## src/rtl/divu_pkg.sv

```systemverilog
// Shared definitions for the sequential unsigned restoring divider.
package divu_pkg;

   typedef enum logic [1:0] {
      IDLE,
      ITER,
      DONE
   } state_t;

   localparam int DEFAULT_WIDTH = 32;

   function automatic int cnt_width(input int w);
      return $clog2(w + 1);
   endfunction

   localparam int CNT_W = cnt_width(DEFAULT_WIDTH);

endpackage

```

## src/rtl/divu_seq_if.sv

```systemverilog
// Operand/result bundle between a requester and the sequential divider.
interface divu_seq_if
   import divu_pkg::*;
#(
   parameter int WIDTH = DEFAULT_WIDTH
);

   logic             Run;
   logic [WIDTH-1:0] Dividend;
   logic [WIDTH-1:0] Divisor;
   logic [WIDTH-1:0] Quotient;
   logic [WIDTH-1:0] Remainder;
   logic             Ready;
   logic             DivZero;

   modport master (
      output Run, Dividend, Divisor,
      input  Quotient, Remainder, Ready, DivZero
   );

   modport slave (
      input  Run, Dividend, Divisor,
      output Quotient, Remainder, Ready, DivZero
   );

endinterface

```

## src/rtl/divu_trial_sub.sv

```systemverilog
// Trial subtraction of the divisor from the shifted partial remainder.
module divu_trial_sub
   import divu_pkg::*;
#(
   parameter int WIDTH = DEFAULT_WIDTH
) (
   input  logic [WIDTH:0]   R_shifted,
   input  logic [WIDTH-1:0] D,
   output logic [WIDTH:0]   diff,
   output logic             ge
);

   // One extra bit on top acts as the borrow out of the subtraction.
   logic [WIDTH+1:0] sub;

   assign sub  = {1'b0, R_shifted} - {2'b00, D};
   assign diff = sub[WIDTH:0];
   assign ge   = ~sub[WIDTH+1];

endmodule

```

## src/rtl/divu_seq.sv

```systemverilog
// Sequential unsigned restoring divider: one quotient bit per clock.
module divu_seq
   import divu_pkg::*;
#(
   parameter int WIDTH = DEFAULT_WIDTH
) (
   input  logic       clk,
   input  logic       Reset,
   divu_seq_if.slave  bus
);

   localparam int CW = cnt_width(WIDTH);

   state_t           state, state_nx;
   logic [WIDTH-1:0] r_q, r_nx;
   logic [WIDTH-1:0] q_q, q_nx;
   logic [WIDTH-1:0] d_q, d_nx;
   logic [CW-1:0]    cnt_q, cnt_nx;
   logic [WIDTH-1:0] quo_q, quo_nx;
   logic [WIDTH-1:0] rem_q, rem_nx;
   logic             rdy_q, rdy_nx;
   logic             dz_q, dz_nx;

   logic [WIDTH:0]   r_shifted;
   logic [WIDTH:0]   diff;
   logic             ge;
   logic             unused_diff_msb;

   assign r_shifted = {r_q, q_q[WIDTH-1]};

   divu_trial_sub #(.WIDTH(WIDTH)) u_trial (
      .R_shifted (r_shifted),
      .D         (d_q),
      .diff      (diff),
      .ge        (ge)
   );

   // A successful trial always leaves a remainder below D, so the top bit is zero.
   assign unused_diff_msb = diff[WIDTH];

   always_comb begin
      state_nx = state;
      r_nx     = r_q;
      q_nx     = q_q;
      d_nx     = d_q;
      cnt_nx   = cnt_q;
      quo_nx   = quo_q;
      rem_nx   = rem_q;
      rdy_nx   = rdy_q;
      dz_nx    = dz_q;
      case (state)
         IDLE: begin
            if (bus.Run) begin
               r_nx   = '0;
               q_nx   = bus.Dividend;
               d_nx   = bus.Divisor;
               cnt_nx = '0;
               rdy_nx = 1'b0;
               dz_nx  = 1'b0;
               if (bus.Divisor == '0) begin
                  state_nx = DONE;
                  quo_nx   = '1;
                  rem_nx   = bus.Dividend;
                  rdy_nx   = 1'b1;
                  dz_nx    = 1'b1;
               end else begin
                  state_nx = ITER;
               end
            end
         end
         ITER: begin
            r_nx   = ge ? diff[WIDTH-1:0] : r_shifted[WIDTH-1:0];
            q_nx   = {q_q[WIDTH-2:0], ge};
            cnt_nx = cnt_q + CW'(1);
            // The final step publishes its own freshly computed Q and R.
            if (cnt_q == CW'(WIDTH - 1)) begin
               state_nx = DONE;
               quo_nx   = q_nx;
               rem_nx   = r_nx;
               rdy_nx   = 1'b1;
            end
         end
         DONE: begin
            if (!bus.Run) begin
               state_nx = IDLE;
               rdy_nx   = 1'b0;
            end
         end
         default: state_nx = IDLE;
      endcase
   end

   always_ff @(posedge clk) begin
      if (Reset) begin
         state <= IDLE;
         r_q   <= '0;
         q_q   <= '0;
         d_q   <= '0;
         cnt_q <= '0;
         quo_q <= '0;
         rem_q <= '0;
         rdy_q <= 1'b0;
         dz_q  <= 1'b0;
      end else begin
         state <= state_nx;
         r_q   <= r_nx;
         q_q   <= q_nx;
         d_q   <= d_nx;
         cnt_q <= cnt_nx;
         quo_q <= quo_nx;
         rem_q <= rem_nx;
         rdy_q <= rdy_nx;
         dz_q  <= dz_nx;
      end
   end

   assign bus.Quotient  = quo_q;
   assign bus.Remainder = rem_q;
   assign bus.Ready     = rdy_q;
   assign bus.DivZero   = dz_q;

endmodule

```

## src/flat_wrapper.sv

```systemverilog
// flat-port wrapper written by rule: the top's interface ports become plain ports
module divu_seq_flat import divu_pkg::*;
#(
   parameter int WIDTH = DEFAULT_WIDTH
)
  (clk, Reset, bus_Run, bus_Dividend, bus_Divisor, bus_Quotient, bus_Remainder, bus_Ready, bus_DivZero);
  divu_seq_if #(.WIDTH(WIDTH)) bus_i ();
  input  logic clk;
  input  logic Reset;
  input wire logic [$bits(bus_i.Run)-1:0] bus_Run;
  input wire logic [$bits(bus_i.Dividend)-1:0] bus_Dividend;
  input wire logic [$bits(bus_i.Divisor)-1:0] bus_Divisor;
  output wire logic [$bits(bus_i.Quotient)-1:0] bus_Quotient;
  output wire logic [$bits(bus_i.Remainder)-1:0] bus_Remainder;
  output wire logic [$bits(bus_i.Ready)-1:0] bus_Ready;
  output wire logic [$bits(bus_i.DivZero)-1:0] bus_DivZero;
  assign bus_i.Run = bus_Run;
  assign bus_i.Dividend = bus_Dividend;
  assign bus_i.Divisor = bus_Divisor;
  assign bus_Quotient = bus_i.Quotient;
  assign bus_Remainder = bus_i.Remainder;
  assign bus_Ready = bus_i.Ready;
  assign bus_DivZero = bus_i.DivZero;
  divu_seq #(.WIDTH(WIDTH)) u_core (.clk(clk), .Reset(Reset), .bus(bus_i));
endmodule
```

## config.mk

```make
export PLATFORM = sky130hd
export DESIGN_NAME = divu_seq_flat
export DESIGN_NICKNAME = d
export VERILOG_FILES = /design/src/rtl/divu_pkg.sv /design/src/rtl/divu_seq_if.sv /design/src/rtl/divu_trial_sub.sv /design/src/rtl/divu_seq.sv /design/src/flat_wrapper.sv
export SDC_FILE = /design/constraint.sdc
export NUM_CORES = 1
export LEC_CHECK = 0
export BUFFER_PORTS_ARGS = -buffer_cell sky130_fd_sc_hd__buf_2
export CAP_MARGIN = 0
export CORE_UTILIZATION = 54
export CTS_CLUSTER_SIZE = 24
export DETAILED_ROUTE_END_ITERATION = 10
export PLACE_DENSITY = 0.77
export SLEW_MARGIN = 20
export SYNTH_ARGS = -nofsm -noshare
export SYNTH_HDL_FRONTEND = slang
export SYNTH_SLANG_ARGS = --single-unit
export TNS_END_PERCENT = 50
```

## constraint.sdc

```tcl
create_clock -name clk -period 3.83 [get_ports clk]
set_clock_uncertainty 0.15 [all_clocks]
set_input_delay 0.383 -clock clk [delete_from_list [all_inputs] [get_ports clk]]
set_output_delay 0.383 -clock clk [all_outputs]
set_load 0.005 [all_outputs]
```

==> reports/results.ini, run 1 <==
[logic_synthesis]
synthXorXnorAreaFrac=0.0133
synthArstFlopShare=0
yosys.area_share.adder=0.0522
synthTopCellsByCount=dfxtp_1 (170), nand2_1 (167), a21oi_1 (148)
synth-edff-count=0
ys_top_cells_by_area=dfxtp_1 (37%), a21oi_1 (8.0%), nand2_1 (6.8%)
synth_cell_types=71
synth.most_common_cell=dfxtp_1
yosys_warnings=0
synth.avg_cell_area_sq_um=7.70
synthSimpleGateAreaFrac=0.200
yosys.area.top_type_share=0.368
synth.ff_latch_count=170
synth_fp_nets=1307
synthMuxAreaShare=0.0335
synth_top_family_by_area=compound AO/OA/AOI/OAI gates
synth-main-ff-cell=dfxtp_1
syn-cell-area_sq_mm=0.00925
yosysTopAreaCell=dfxtp_1
synth_compound_area_frac=0.276
syn_inst=1202
yosysSeqAreaShare=0.368

[power_and_ir_drop]
p_sw_w=0.00470
p_clk_frac=0.181
combPwrFrac=0.567
seq_power_share=0.252
swShare=0.481
ir_worst_vdd_mv=0.464
power.density_mw_per_mm2=912
leakagePower_nw=4.32
p_total_w=0.00977
p_int_w=0.00507

[drt]
drtPass1Iterations=6
drtIter0Drc=916
wl_per_cell_um=19.1
drc=0
detail-route-antenna-nets=0
viasPerCell=6.20
wirelength_um=29300
vias=9496

[floorplanning]
num_rows=47
die_area_sq_mm=0.0177
core_sq_mm=0.0166
num_io_pins=133
die_y_um=133
die_w_um=133
start_util=0.556

[clock_tree]
clk_pin_slew_ns=0.08
root_buffer=clkbuf_16
cts-buffers-inserted=17
cts_tree=built
insertion_delay_ns=0.45
ctsHoldBuffers=0
post-cts-setup-buffers=0
cts.sinks=170
htreeDepth=4
cts_resized=0
cts_max_path_buffers=2

[worst_setup_path]
cp-start-kind=flip-flop
ff2ff_setup_slack_ns=0.38
critPathKind=reg2reg
cp-end-kind=flip-flop
cp.required_ns=4.00
arrival_ns=3.62
path_max_fanout=5

[global_route]
track_usage=0.334
first_global_vias=8695
overflow=0
grt_start_max_net_pins=78
use_met3=0.0655
use_met2=0.521
grt_antenna_before_repair=0
busiest_layer=met2
grt_util_met1=0.438
grt_pass1_wl_um=45900

[sta]
final-setup-viol-count=0
worst_slack_ns=0.381
min_period_ns=3.45
fin_crit_sh=0.901
hold_violations=0
relSlewSlack=0.450
rsz0062_at_grt=false
max_clock_freq_ghz=0.290
tns_ns=0
worstMarginPinSlew_ns=0.825
drv_slew=0

[cells_and_area]
nNetsFinal=1403
nFillCells=1491
syn2layout_area_growth_pct=15.8
drive_gt1_frac=0.162
diodes=0

[placed_design]
hpwlAfterDp_um=20900
gp_congestion=0.969
pre_cts_ws_ns=0.519
portBuffers=132

[min_path]
hold_path.class=in2reg

[outcome]
status=finished clean

[flow_run]
maxCapViolCount=0

## layout by cell type, fill, tap and decap left out, drive strengths merged, types with 4 or more instances in the layout
cell type / count
a21o: 12
and3: 12
a311oi: 8
o21a: 20
and2: 8
nor3: 27
or2: 4
a31oi: 7
nor2b: 7
mux2i: 31
o31ai: 6
dfxtp: 170
nor4: 14
nand3: 39
a211o: 5
nand2: 168
xnor2: 6
inv: 64
or3: 15
a311o: 9
o41ai: 8
nand4: 8
a211oi: 46
clkbuf: 19
o21ai: 88
o211ai: 10
nor2: 94
a21oi: 148
xor2: 8
ha: 37
buf: 158
o21bai: 4
## sequential cells by signal (all words and copies together), names as in the netlist
name                  count
u_core.bus.Remainder     32
u_core.bus.DivZero        1
u_core.q_q               32
u_core.bus.Ready          1
u_core.state              2
u_core.bus.Quotient      32
u_core.cnt_q              6
u_core.r_q               32
u_core.d_q               32
## area by class of cell
type,count,area [sq um],share of cell area
clock buffer,19,443,0.0413
timing repair buffer,158,883,0.0825
tap,220,275,0.0257
inverter,56,210,0.0196
clock inverter,13,150,0.0140
sequential,170,3400,0.318
multi-input combinational,895,5350,0.499
## logic make-up after synthesis
family | count (synthesis)
XOR/XNOR | 14
flip-flops | 170
adder cells (fa/ha/maj) | 38
buffers and inverters | 137
AO/OA/AOI/OAI | 404
AND/OR/NAND/NOR | 408
multiplexers | 31
## stage by stage
| step | instance area (sq um) | utilization | hold WS [ns] | instances |
|---|---|---|---|---|
| after floorplan | 9250 | - | 0.286 | 1202 |
| after global placement | 10100 | 0.608 | 0.284 | 1499 |
| after detailed placement | 10100 | 0.608 | 0.291 | 1499 |
| after CTS | 10700 | 0.644 | 0.0254 | 1531 |
| after global routing | 10700 | 0.644 | 0.0322 | 1531 |
| final | 10700 | 0.644 | 0.0273 | 1531 |
## worst paths after layout
check	startpoint	end	cells past startpoint
worst max-delay path	u_core.q_q[31]	u_core.bus.Remainder[28]	12
worst min-delay path	bus_Divisor[31]	u_core.d_q[31]	3
worst max register to register	u_core.q_q[31]	u_core.bus.Remainder[28]	12
worst min register to register	u_core.bus.Quotient[10]	u_core.bus.Quotient[10]	2
## layer usage
metal / up-vias / wire (um)
met2: 506 / 12900
li1: 4511 / -
met3: 87 / 2590
met1: 4392 / 12600
met5: - / 0
met4: 0 / 1260
## power by group through the flow
stage	sequential, W	combinational, W	clock (W)
6_report	0.00246	0.00554	0.00176
3_5_place_dp	0.00249	0.00536	0
2_1_floorplan	0.00241	0.00386	0
3_3_place_gp	0.00248	0.00531	0
5_1_grt	0.00250	0.00601	0.00183
4_1_cts	0.00245	0.00539	0.00177
## worst max-delay path, cell delays in order, from the launching register on
cell,delay (ns)
dfxtp_1,0.32
inv_1,0.07
ha_1,0.17
inv_1,0.05
fa_1,0.41
a21oi_1,0.24
o211ai_1,0.24
a21oi_1,0.47
a211oi_2,0.18
nor4_1,0.45
nor3_1,0.14
o311ai_0,0.30
a31oi_1,0.13
(Power assumes the default switching activity.)
==> run 2, diff against run 1 <==
- REMOVE_ABC_BUFFERS: not set -> 1
==> reports/results.ini, run 2 (synthesis gave the netlist of run 1 again) <==
[sta]
relSlewSlack=0.244
fin_crit_sh=0.877
drv_slew=0
max_clock_freq_ghz=0.298
final-setup-viol-count=0
worst_slack_ns=0.470
worstMarginPinSlew_ns=1.13
min_period_ns=3.36
hold_violations=0
rsz0062_at_grt=false

[clock_tree]
cts.sinks=170
clk_pin_slew_ns=0.07
cts_tree=built
insertion_delay_ns=0.44
ctsHoldBuffers=0
htreeDepth=4
root_buffer=clkbuf_16
post-cts-setup-buffers=0
cts_resized=0
cts-buffers-inserted=17
cts_max_path_buffers=2

[power_and_ir_drop]
power.density_mw_per_mm2=900
ir_worst_vdd_mv=0.448
leakagePower_nw=4.28
p_total_w=0.00959

[worst_setup_path]
path_max_fanout=5
cp-end-kind=flip-flop
arrival_ns=3.51
r2r-start=u_core.q_q[31]
cp-start-kind=flip-flop
cp.required_ns=3.98
startpoint=u_core.q_q[31]
critPathKind=reg2reg

[drt]
drtIter0Drc=979
drc=0
wl_per_cell_um=17.7
wirelength_um=27000
detail-route-antenna-nets=0
vias=9277
drtPass1Iterations=8
viasPerCell=6.08

[floorplanning]
start_util=0.556
num_io_pins=133
core_sq_mm=0.0166
num_rows=47
die_y_um=133
die_area_sq_mm=0.0177
die_w_um=133

[placed_design]
placed_cells=1494
hpwlAfterDp_um=18900
portBuffers=132
placed_area_sq_mm=0.0101
gp_congestion=0.983
pre_cts_ws_ns=0.507

[cells_and_area]
final_common_cell=dfxtp_1
final_cells=1526
drive_gt1_frac=0.158
nNetsFinal=1398
nFillCells=1505
seqCellArea_sq_mm=0.00340
final_area_sq_mm=0.0107
multi_input_area_sq_mm=0.00536
syn2layout_area_growth_pct=15.1
final_core_utilization=0.640
diodes=0
layout_common_cells=dfxtp_1 (170), nand2_1 (166), a21oi_1 (147)

[min_path]
hold_path.class=in2reg
hold_start=bus_Divisor[27]

[global_route]
grt_antenna_before_repair=0
grt_start_max_net_pins=94
overflow=0
track_usage=0.304
grt_pass1_wl_um=42600
first_global_vias=8110

[outcome]
status=finished clean

[flow_run]
maxCapViolCount=0

run 2: power by group:
part	internal, W	leakage [nW]	switching (W)
clock network	0.000930	0.275	0.000778
registers	0.00217	1.39	0.000286
logic	0.00191	2.62	0.00352
total	0.00501	4.28	0.00459
run 2: layout make-up:
type,count,share of cell area
repair buffers,153,0.0782
well taps,220,0.0258
multi-input cells,895,0.503
flip-flops and latches,170,0.319
clock buffers,19,0.0416
inverters,56,0.0197
clock inverters,13,0.0125
run 2: layer usage:
metal / part of all wire / global-route usage / vias to the layer above
li1: - / - / 4495
met1: 0.46 / 0.446 / 4263
met2: 0.41 / 0.437 / 465
met3: 0.10 / 0.0636 / 54
met4: 0.020 / 0.0996 / 0
met5: 0 / 0 / -
run 2: path summary, 6_finish.rpt:
| path | cells after the start | slack, ns | to |
|---|---|---|---|
| worst min register to register | 2 | 0.30 | u_core.bus.Quotient[7] |
| worst max register to register | 12 | 0.47 | u_core.bus.Remainder[28] |
| worst min-delay path | 3 | 0.04 | u_core.d_q[27] |
| worst max-delay path | 12 | 0.47 | u_core.bus.Remainder[28] |
run 2: worst max-delay path: stages, from the launching register on:
cell,delay [ns]
dfxtp_1,0.32
inv_1,0.08
ha_1,0.16
inv_1,0.05
fa_1,0.39
a21oi_1,0.18
o211ai_1,0.21
a21oi_1,0.44
a211oi_2,0.17
nor4_1,0.48
nor3_1,0.14
o311ai_0,0.32
a31oi_1,0.12
run 2: metrics by stage:
stage          hold WS (ns)  TNS [ns]
6_report             0.0366         0
4_1_cts              0.0306         0
5_1_grt              0.0459         0
3_5_place_dp          0.291         0
2_1_floorplan         0.280   -113.18
3_3_place_gp          0.285         0
==> run 3, diff against run 2 <==
- ABC_AREA: not set -> 1
- CAP_MARGIN: 0 -> 10
- PLACE_DENSITY: 0.77 -> 0.76
==> reports/results.ini, run 3 <==
[global_route]
overflow=0
busiest_layer=met2
grt_util_met1=0.378
first_global_vias=9408
use_met3=0.0426
grt_antenna_before_repair=0
use_met2=0.495
grt_start_max_net_pins=86
grt_pass1_wl_um=45300
track_usage=0.291

[logic_synthesis]
synth.avg_cell_area_sq_um=6.29
yosys_warnings=0
synth_cell_types=34
syn-cell-area_sq_mm=0.0100
yosysSeqAreaShare=0.339
synthArstFlopShare=0
synth.most_common_cell=nand2_1
syn_inst=1596
synthTopCellsByCount=nand2_1 (345), inv_1 (269), nor2_1 (178)
yosysTopAreaCell=dfxtp_1
synth-main-ff-cell=dfxtp_1
synth-edff-count=0
synth.ff_latch_count=170
yosys.area.top_type_share=0.339
ys_top_cells_by_area=dfxtp_1 (34%), nand2_1 (13%), inv_1 (10%)

[sta]
min_period_ns=2.96
relSlewSlack=0.375
worstMarginPinSlew_ns=0.938
max_clock_freq_ghz=0.338
hold_violations=0
final-setup-viol-count=0
tns_ns=0
worst_slack_ns=0.873
drv_slew=0
rsz0062_at_grt=false
fin_crit_sh=0.772

[floorplanning]
num_io_pins=133
num_rows=49
core_sq_mm=0.0181
die_y_um=138
die_area_sq_mm=0.0191
start_util=0.555
die_w_um=138

[outcome]
violations=DRC
status=finished with violations

[flow_run]
maxCapViolCount=0

[drt]
viasPerCell=5.26
wirelength_um=27300
detail-route-antenna-nets=0
wl_per_cell_um=14.2
drc=14
vias=10100
drtIter0Drc=739
drtPass1Iterations=9

[worst_setup_path]
cp-start-kind=flip-flop
critPathKind=reg2reg
cp-end-kind=flip-flop
path_max_fanout=64
cp.required_ns=4.00
arrival_ns=3.12
r2r-start=u_core.state[0]
startpoint=u_core.state[0]

[min_path]
hold_path.class=in2reg
hold_start=bus_Dividend[18]

[clock_tree]
post-cts-setup-buffers=0
cts_resized=0
root_buffer=clkbuf_16
htreeDepth=4
cts_max_path_buffers=2
ctsHoldBuffers=0
insertion_delay_ns=0.44
cts_tree=built
cts.sinks=170
cts-buffers-inserted=17
clk_pin_slew_ns=0.07

[cells_and_area]
syn2layout_area_growth_pct=13.2
final_common_cell=nand2_1
layout_common_cells=nand2_1 (343), inv_1 (266), nor2_1 (178)
drive_gt1_frac=0.133
final_area_sq_mm=0.0114
diodes=0
final_core_utilization=0.628
nNetsFinal=1787
final_cells=1924

[power_and_ir_drop]
power.density_mw_per_mm2=1020
ir_worst_vdd_mv=0.485
leakagePower_nw=6.15

[placed_design]
placed_area_sq_mm=0.0108
portBuffers=132
gp_congestion=0.952
hpwlAfterDp_um=18800
pre_cts_ws_ns=0.993
placed_cells=1892

run 3: cell type report:
| type | count | area (sq um) |
|---|---|---|
| clock buffers | 23 | 498 |
| clock inverters | 9 | 87.6 |
| fillers | 1725 | 6730 |
| inverters | 270 | 1010 |
| multi-input cells | 1078 | 5300 |
| flip-flops and latches | 170 | 3400 |
| well taps | 229 | 287 |
| repair buffers | 145 | 771 |
run 3: layer usage:
layer,part of all wire,up-vias
li1,-,5224
met1,0.47,4560
met2,0.46,307
met3,0.052,34
met4,0.021,0
met5,0,-
run 3: power breakdown:
part	total [W]	leakage (nW)	switching [W]	internal, W
clock	0.00172	0.278	0.000741	0.000982
sequential	0.00285	1.40	0.000416	0.00244
combinational	0.00703	4.47	0.00479	0.00224
total	0.0116	6.15	0.00595	0.00566
run 3: final timing paths:
| kind | to | slack [ns] | depth (start not counted) |
|---|---|---|---|
| setup / recovery | u_core.bus.Quotient[13] | 0.87 | 10 |
| hold / removal | u_core.q_q[18] | 0.07 | 3 |
| setup reg to reg | u_core.bus.Quotient[13] | 0.87 | 10 |
| hold reg to reg | u_core.d_q[5] | 0.31 | 2 |
run 3: cell families (layout without fill, tap and decap cells):
logic type / Yosys count / after routing / synth area share
and+or+nand+nor: 753 / 753 / 0.324
buffers and inverters: 348 / 447 / 0.134
AOI/OAI and AO/OA: 271 / 271 / 0.141
DFF: 170 / 170 / 0.339
adders and majority gates: 38 / 38 / 0.0481
xor gates and xnor gates: 16 / 16 / 0.0140
run 3: worst max-delay path: stages, from the launching register on:
cell and delay (ns):
dfxtp_1 0.39, inv_1 0.08, ha_1 0.25, nand2_2 0.08
inv_1 0.07, a21oi_2 0.35, nor2_1 0.12, nand2_2 0.11
clkinv_2 0.68, o21ai_0 0.46, nor2_1 0.06
run 3: per-stage QoR:
step	power (W)	hold WS (ns)
after floorplan	0.00782	0.288
after global placement	0.00967	0.296
after detailed placement	0.00977	0.302
after CTS	0.0116	0.0641
after global routing	0.0127	0.0717
final	0.0116	0.0708
